<file path="src/rtl/rv32_fetch_pkg.sv">
// Shared types and constants for the RV32 instruction fetch stage.
package rv32_fetch_pkg;

    typedef enum logic [1:0] {
        S_IDLE  = 2'd0,
        S_FETCH = 2'd1,
        S_VALID = 2'd2,
        S_HALT  = 2'd3
    } fetch_state_t;

    localparam logic [31:0] NOP_INSTR = 32'h0000_0013;
    localparam logic [31:0] PC_STEP   = 32'd4;

endpackage

</file>
<file path="src/rtl/instr_fetch_unit_pc_next_sel.sv">
// Next-PC selection: sequential PC+4 or redirect target, with alignment handling.
// Optional feature macro: FETCH_MISALIGN_CHECK_EN (flag misaligned targets instead of masking).
module pc_next_sel
    import rv32_fetch_pkg::*;
#(
    parameter int XLEN = 32
) (
    input  logic [XLEN-1:0] i_pc,
    input  logic [XLEN-1:0] i_target,
    input  logic            i_pcsrc,
    output logic [XLEN-1:0] o_pc_plus4,
    output logic [XLEN-1:0] o_pc_next
`ifdef FETCH_MISALIGN_CHECK_EN
    ,
    output logic            o_misalign
`endif
);

    // Wraps modulo 2^XLEN; no carry out is reported.
    assign o_pc_plus4 = i_pc + PC_STEP[XLEN-1:0];

`ifdef FETCH_MISALIGN_CHECK_EN
    assign o_pc_next  = i_pcsrc ? i_target : o_pc_plus4;
    assign o_misalign = i_pcsrc && (i_target[1:0] != 2'b00);
`else
    // Low target bits are dropped to force word alignment.
    logic w_unused_tgt_lo;
    assign w_unused_tgt_lo = ^i_target[1:0];
    assign o_pc_next = i_pcsrc ? {i_target[XLEN-1:2], 2'b00} : o_pc_plus4;
`endif

endmodule

</file>
<file path="src/rtl/instr_fetch_unit.sv">
// Fetch stage: owns PC, issues word reads over req/ready, holds Instr until acknowledged.
// Optional feature macro: FETCH_MISALIGN_CHECK_EN (adds misalign_trap output and S_HALT).
module instr_fetch_unit
    import rv32_fetch_pkg::*;
#(
    parameter logic [31:0] RESET_PC = 32'h0000_0000,
    parameter int          XLEN     = 32
) (
    input  logic            clk,
    input  logic            rst_n,
    input  logic            PCSrc,
    input  logic [XLEN-1:0] PCTarget,
    input  logic            instr_ack,
    input  logic            imem_ready,
    input  logic [XLEN-1:0] imem_rdata,
    output logic            imem_req,
    output logic [XLEN-1:0] imem_addr,
    output logic [XLEN-1:0] Instr,
    output logic [XLEN-1:0] PC,
    output logic [XLEN-1:0] PCPlus4,
    output logic            instr_valid
`ifdef FETCH_MISALIGN_CHECK_EN
    ,
    output logic            misalign_trap
`endif
);

    fetch_state_t    r_state;
    fetch_state_t    w_state_nxt;
    logic [XLEN-1:0] r_pc;
    logic [XLEN-1:0] r_instr;
    logic [XLEN-1:0] w_pc_next;
    logic            w_pc_load;
    logic            w_instr_load;

`ifdef FETCH_MISALIGN_CHECK_EN
    logic            r_trap;
    logic            w_trap_set;
    logic            w_misalign;
`endif

    pc_next_sel #(
        .XLEN       (XLEN)
    ) u_pc_next_sel (
        .i_pc       (r_pc),
        .i_target   (PCTarget),
        .i_pcsrc    (PCSrc),
        .o_pc_plus4 (PCPlus4),
        .o_pc_next  (w_pc_next)
`ifdef FETCH_MISALIGN_CHECK_EN
        ,
        .o_misalign (w_misalign)
`endif
    );

    always_ff @(posedge clk or negedge rst_n) begin
        if (!rst_n) begin
            r_state <= S_IDLE;
        end else begin
            r_state <= w_state_nxt;
        end
    end

    always_comb begin
        w_state_nxt  = r_state;
        w_pc_load    = 1'b0;
        w_instr_load = 1'b0;
`ifdef FETCH_MISALIGN_CHECK_EN
        w_trap_set   = 1'b0;
`endif
        case (r_state)
            S_IDLE: w_state_nxt = S_FETCH;
            S_FETCH: begin
                if (imem_ready) begin
                    w_instr_load = 1'b1;
                    w_state_nxt  = S_VALID;
                end
            end
            S_VALID: begin
                if (instr_ack) begin
                    w_pc_load   = 1'b1;
                    w_state_nxt = S_FETCH;
`ifdef FETCH_MISALIGN_CHECK_EN
                    if (w_misalign) begin
                        w_trap_set  = 1'b1;
                        w_state_nxt = S_HALT;
                    end
`endif
                end
            end
`ifdef FETCH_MISALIGN_CHECK_EN
            // Only reset leaves the halted state.
            S_HALT:  w_state_nxt = S_HALT;
`endif
            default: w_state_nxt = S_IDLE;
        endcase
    end

    always_ff @(posedge clk or negedge rst_n) begin
        if (!rst_n) begin
            r_pc    <= RESET_PC[XLEN-1:0];
            r_instr <= NOP_INSTR[XLEN-1:0];
        end else begin
            if (w_pc_load) begin
                r_pc <= w_pc_next;
            end
            if (w_instr_load) begin
                r_instr <= imem_rdata;
            end
        end
    end

`ifdef FETCH_MISALIGN_CHECK_EN
    always_ff @(posedge clk or negedge rst_n) begin
        if (!rst_n) begin
            r_trap <= 1'b0;
        end else if (w_trap_set) begin
            r_trap <= 1'b1;
        end
    end

    assign misalign_trap = r_trap;
`endif

    // Decoded from state so that reset drops the request asynchronously.
    assign imem_req    = (r_state == S_FETCH);
    assign instr_valid = (r_state == S_VALID);
    assign imem_addr   = r_pc;
    assign PC          = r_pc;
    assign Instr       = r_instr;

endmodule

</file>
<file path="config.mk">
export PLATFORM = sky130hd
export DESIGN_NAME = instr_fetch_unit
export DESIGN_NICKNAME = d
export VERILOG_FILES = /design/src/rtl/rv32_fetch_pkg.sv /design/src/rtl/instr_fetch_unit_pc_next_sel.sv /design/src/rtl/instr_fetch_unit.sv
export SDC_FILE = /design/constraint.sdc
export NUM_CORES = 1
export LEC_CHECK = 0
export BUFFER_PORTS_ARGS = -buffer_cell sky130_fd_sc_hd__buf_2
export CAP_MARGIN = 5
export CORE_MARGIN = 2
export CORE_UTILIZATION = 50
export CTS_CLUSTER_DIAMETER = 40
export DETAILED_ROUTE_END_ITERATION = 7
export PLACE_DENSITY = 0.93
export RECOVER_POWER = 50
export SLEW_MARGIN = 20
export SYNTH_ARGS = -nofsm -noshare
export SYNTH_HDL_FRONTEND = slang
export SYNTH_SLANG_ARGS = --single-unit
</file>
<file path="constraint.sdc">
create_clock -name clk -period 2.72 [get_ports clk]
set_input_delay 0.408 -clock clk [delete_from_list [all_inputs] [get_ports clk]]
set_output_delay 0.408 -clock clk [all_outputs]
set_load 0.01 [all_outputs]
</file>
; ---- After elaboration in Yosys (flattened, before gate mapping)
; Index checks and enable logic that the tools add are counted.
; Widths: inputs -> output; s select.
[word_totals]
reg_bits = 66
input_bits = 69
output_inout_bits = 130
wordCells = 18
[op_classes]
n_addsub = 1
n_eq_ne = 4
n_mux = 8
reduce_logical = 2
[ops]
columns = operator, n
row1 = $add 32x3->32 const B, 1
row2 = $mux 32, 1
row3 = $pmux 2 s3, 1
row4 = $mux 1, 4
row5 = $mux 2, 2
row6 = $ne 2x2->1 const B, 2
row7 = $eq 2x1->1 const B, 1
row8 = $eq 2x2->1 const B, 1
row9 = $logic_not 2->1, 1
row10 = $reduce_and 2->1, 1

; ---- Depth between registers and ports, before layout
[depth]
depth_word = 3
ltp_mapped = 7
ltp_nobuf = 6

; ---- Modules after synthesis
; Synthesis repeated with hierarchy kept, for this count alone.
[hier_totals]
hier_cells = 348
hier_area_um2 = 3995.1
[by_module_without_submodules]
columns = mod, n_inst, cells_each, area_per_inst_um2, seq_area_each_um2
row1 = instr_fetch_unit, 1, 176, 2885.3, 1655.3
row2 = pc_next_sel, 1, 172, 1109.8, 0.0

; ---- Least setup slack after synthesis
; Ideal clock, no wire load.
[synth_path]
kind = flip-flop to output port
start = register r_pc[6], in the netlist PC[6]
end = output port PCPlus4[23]
arrival_time_ps = 1786
required_time_ps = 2312
setup_slack_ps = 526
path_stages_with_launch = 8
n_path_buf = 2
path_cell_list = dfrtp_1 -> buf_2 -> nand3_2 -> nor4_4 -> and2_1 -> buf_2 -> nand4_1 -> xnor2_1
[synth_via]
elab_chain_len = 1
[synth_rtl]
columns = element, line_no
row1 = "start, declared", instr_fetch_unit.sv:30  ; logic [XLEN-1:0] r_pc;
row2 = "start signal, assigned", instr_fetch_unit.sv:101  ; r_pc <= RESET_PC[XLEN-1:0];
row3 = "start signal, assigned", instr_fetch_unit.sv:105  ; r_pc <= w_pc_next;
row4 = $add 32x3->32, instr_fetch_unit_pc_next_sel.sv:20  ; assign o_pc_plus4 = i_pc + PC_STEP[XLEN-1:0];
row5 = "end, declared", instr_fetch_unit.sv:20  ; output logic [XLEN-1:0] PCPlus4,
; No other way between the ends.

; ---- Worst setup path after layout
[layout_path]
start = register r_pc[3], in the netlist PC[3]
end = output port PCPlus4[26]
; The elaborated chain is that of the path after synthesis.

==> summary.txt <==
Run status
  • Status: finished clean

Setup path
  • Worst R2R Start: PC[4]$_DFFE_PN0N_
  • Critical path type: reg2out
  • End of the critical path: PCPlus4[26]
  • Startpoint Class: flop
  • RR Endpoint: PC[29]$_DFFE_PN0N_
  • CP Capture Type: output port
  • Crit path launch: PC[3]$_DFFE_PN0N_
  • Reg2Reg Setup Slack: 0.73 ns
  • R2R depth: 5
  • Req. time, crit path: 2.31 ns
  • Max FO, Critical Path: 7
  • Critical path arrival: 2.17 ns

Clock tree
  • Root buffer cell: clkbuf_8
  • CTS Buf Count: 9
  • CTS tree: yes
  • Clock-pin slew on the worst setup and hold paths: 0.08 ns
  • Clock buffer depth: 2
  • CTS Hold Bufs: 0
  • CTS H-tree depth: 3
  • Clock Latency Late Sink: 0.33 ns
  • Clk sinks: 64

Hold path
  • Worst Hold Depth: 2
  • Worst Hold Class: in2reg

Timing
  • Fin Setup TNS: 0 ns
  • Final Hold Viols: 0
  • Final setup viols: 0
  • Clk_skew: 0.00965 ns
  • Max-slew violations: 0
  • Fmax: 388 MHz
  • Worst slew pin tran: 1.27 ns
  • Rel. slew slack: 15.4%
  • RSZ-0062 raised after global routing: no
  • Minimum clock period: 2.57 ns
  • Final Cycle Share: 94.7%

Detailed routing
  • Final WL: 11,000 um
  • DRC viols: 0
  • DRT iter0 DRCs: 161
  • Post-DRT Antenna Nets: 0
  • Vias per std cell: 5.43
  • Via Count: 3,592
  • Drt first pass iters: 4
  • Wire length per cell: 16.6 um

Power and ir drop
  • Pwr Density: 1080 nW/um^2
  • Leakage: 2.22 nW
  • Sw Pwr: 2.27 mW
  • Clock power frac: 15.2%
  • Combinational share of power: 46.8%
  • Reg power frac: 38.0%
  • Switching part of the total: 43.7%
  • P_int: 2.92 mW
  • IR drop worst, VDD: 632 uV

Final layout
  • Share of cells above drive strength 1: 39.3%
  • Commonest non-fill, non-tap cell in the layout: buf_2
  • Nets: 625
  • Diode count: 0
  • Synth-to-layout area growth: 24.9%
  • Fin util: 63.4%
  • Filler cells: 666
  • Commonest non-fill, non-tap cells in the layout: 133 x buf_2, 59 x clkbuf_1, 55 x dfrtp_1

Logic synthesis
  • Syn avg cell area: 9.68 um^2
  • Yosys Warn Count: 0
  • FF+latch count, synth: 64
  • Ys flop type: dfrtp_1
  • Yosys cell types: 48
  • Number of enable flip-flop cells after synthesis: 0
  • Cells after synthesis: 399
  • Async set or reset register ratio after synthesis: 100%
  • Cell Area, Synth: 3860 um^2
  • Seq/Total Area, Yosys: 41.5%

Floorplanning
  • # IOs: 199
  • Chip Width: 91.9 um
  • Rows: 32
  • Die area: 8450 um^2
  • Core Footprint: 7610 um^2
  • Starting Density: 50.8%
  • Die Y: 91.9 um

GRT
  • Antenna violations before repair: 0
  • Vias in the first global route: 3,451
  • Largest net degree at the start of global routing: 33
  • First-pass GRT wire length: 17,100 um
  • Grt total ovfl: 0
  • Total GRT Usage: 25.4%

Placed design
  • IO buf count: 190
  • Placer Congestion: 0.901
  • Dpl hpwl: 8130 um

Flow run
  • Max cap viols: 0
-- synth_stat cells, drive strengths merged (2+ instances only) --
cell	count	area, um^2
and3	8	51.3
nor4	8	101
nand3b	2	15.0
a21oi	16	80.1
and2	3	18.8
o22ai	8	50.1
buf	46	320
dfrtp	61	1530
nor2b	4	25.0
mux2i	7	70.1
nand3	20	110
nand2	38	150
mux2	32	360
a2bb2oi	7	61.3
xnor2	19	166
a221oi	2	17.5
dfstp	3	78.8
nand4	13	100
inv	4	15.0
nor2	17	63.8
a22oi	6	45.0
xor2	9	78.8
o21ai	24	120
or4	2	15.0
clkbuf	19	72.6
nor3	9	50.1
-- stage by stage --
step	hold WS, ns	setup slack (ns)	total power, mW	std cells	area, um^2
after global routing	0.281	0.00697	5.52	662	4820
after detailed placement	0.416	0.299	4.47	645	4670
after floorplan	0.112	0.526	3.56	404	3880
after CTS	0.0538	0.0154	5.28	662	4870
after global placement	0.396	0.330	4.35	645	4670
final	0.309	0.145	5.19	662	4820
-- cell families (layout without fill, tap and decap cells) --
group	Yosys count	in the layout	synth area share [%]
adders and majority gates	1	1	0.324
muxes	39	39	11.1
AOI/OAI and AO/OA	70	70	11.2
buffers and inverters	69	225	10.6
xor gates and xnor gates	28	28	6.35
other	1	6	0.0971
DFF	64	64	41.5
and+or+nand+nor	127	127	18.8
-- per-layer routing --
layer | vias to the layer above | share of wire [%] | wire length [um] | global-route usage, %
met5 | - | 0 | 0 | 0
met4 | 0 | 2.4 | 261 | 9.33
met3 | 24 | 5.5 | 598 | 4.60
met2 | 160 | 54 | 5870 | 45.6
met1 | 1727 | 39 | 4230 | 30.2
li1 | 1681 | - | - | -
-- power groups by stage --
stage,Combinational (mW),Clock (mW),Sequential (mW)
after CTS,2.54,0.809,1.94
after global routing,2.62,0.846,2.05
after floorplan,1.54,0,2.02
after global placement,2.45,0,1.90
final,2.43,0.789,1.98
after detailed placement,2.52,0,1.95
-- worst min path at each step --
stage,from,to
after floorplan,rst_n,Instr[10]$_DFFE_PN0P_
after global placement,rst_n,Instr[24]$_DFFE_PN0P_
after detailed placement,rst_n,Instr[26]$_DFFE_PN0P_
after CTS,rst_n,Instr[26]$_DFFE_PN0P_
after global routing,imem_rdata[22],Instr[22]$_DFFE_PN0P_
final,imem_rdata[22],Instr[22]$_DFFE_PN0P_
-- flip-flops by register name (all words and copies together) (netlist names) --
register  cells
PC           30
Instr        32
r_state       2
-- cell type report --
| type | instances | area [um^2] | share of cell area, % |
|---|---|---|---|
| well taps | 102 | 128 | 2.65 |
| clock buffers | 10 | 128 | 2.65 |
| repair buffers | 205 | 986 | 20.4 |
| multi-input cells | 271 | 1900 | 39.3 |
| flip-flops and latches | 64 | 1610 | 33.4 |
| clock inverters | 6 | 60.1 | 1.24 |
| inverters | 4 | 15.0 | 0.311 |
-- repair_timing --
| item | 4_1_cts | 5_1_grt |
|---|---|---|
| gates cloned | 0 | 0 |
| gates resized for setup | 1 | 9 |
| pin swaps | 1 | 3 |
| endpoints found under the hold margin | 0 | 0 |
| endpoints found under the setup margin | 3 | 14 |
| buffers inserted | 1 | 0 |
-- worst max-delay path, cell delays in order, from the launching register on --
cell     delay (ns)
dfrtp_1        0.46
ha_1           0.26
nand4_4        0.19
nor4_4         0.31
nand4_1        0.27
xnor2_1        0.20
buf_2          0.15
Power figures use the tool's default switching activity.
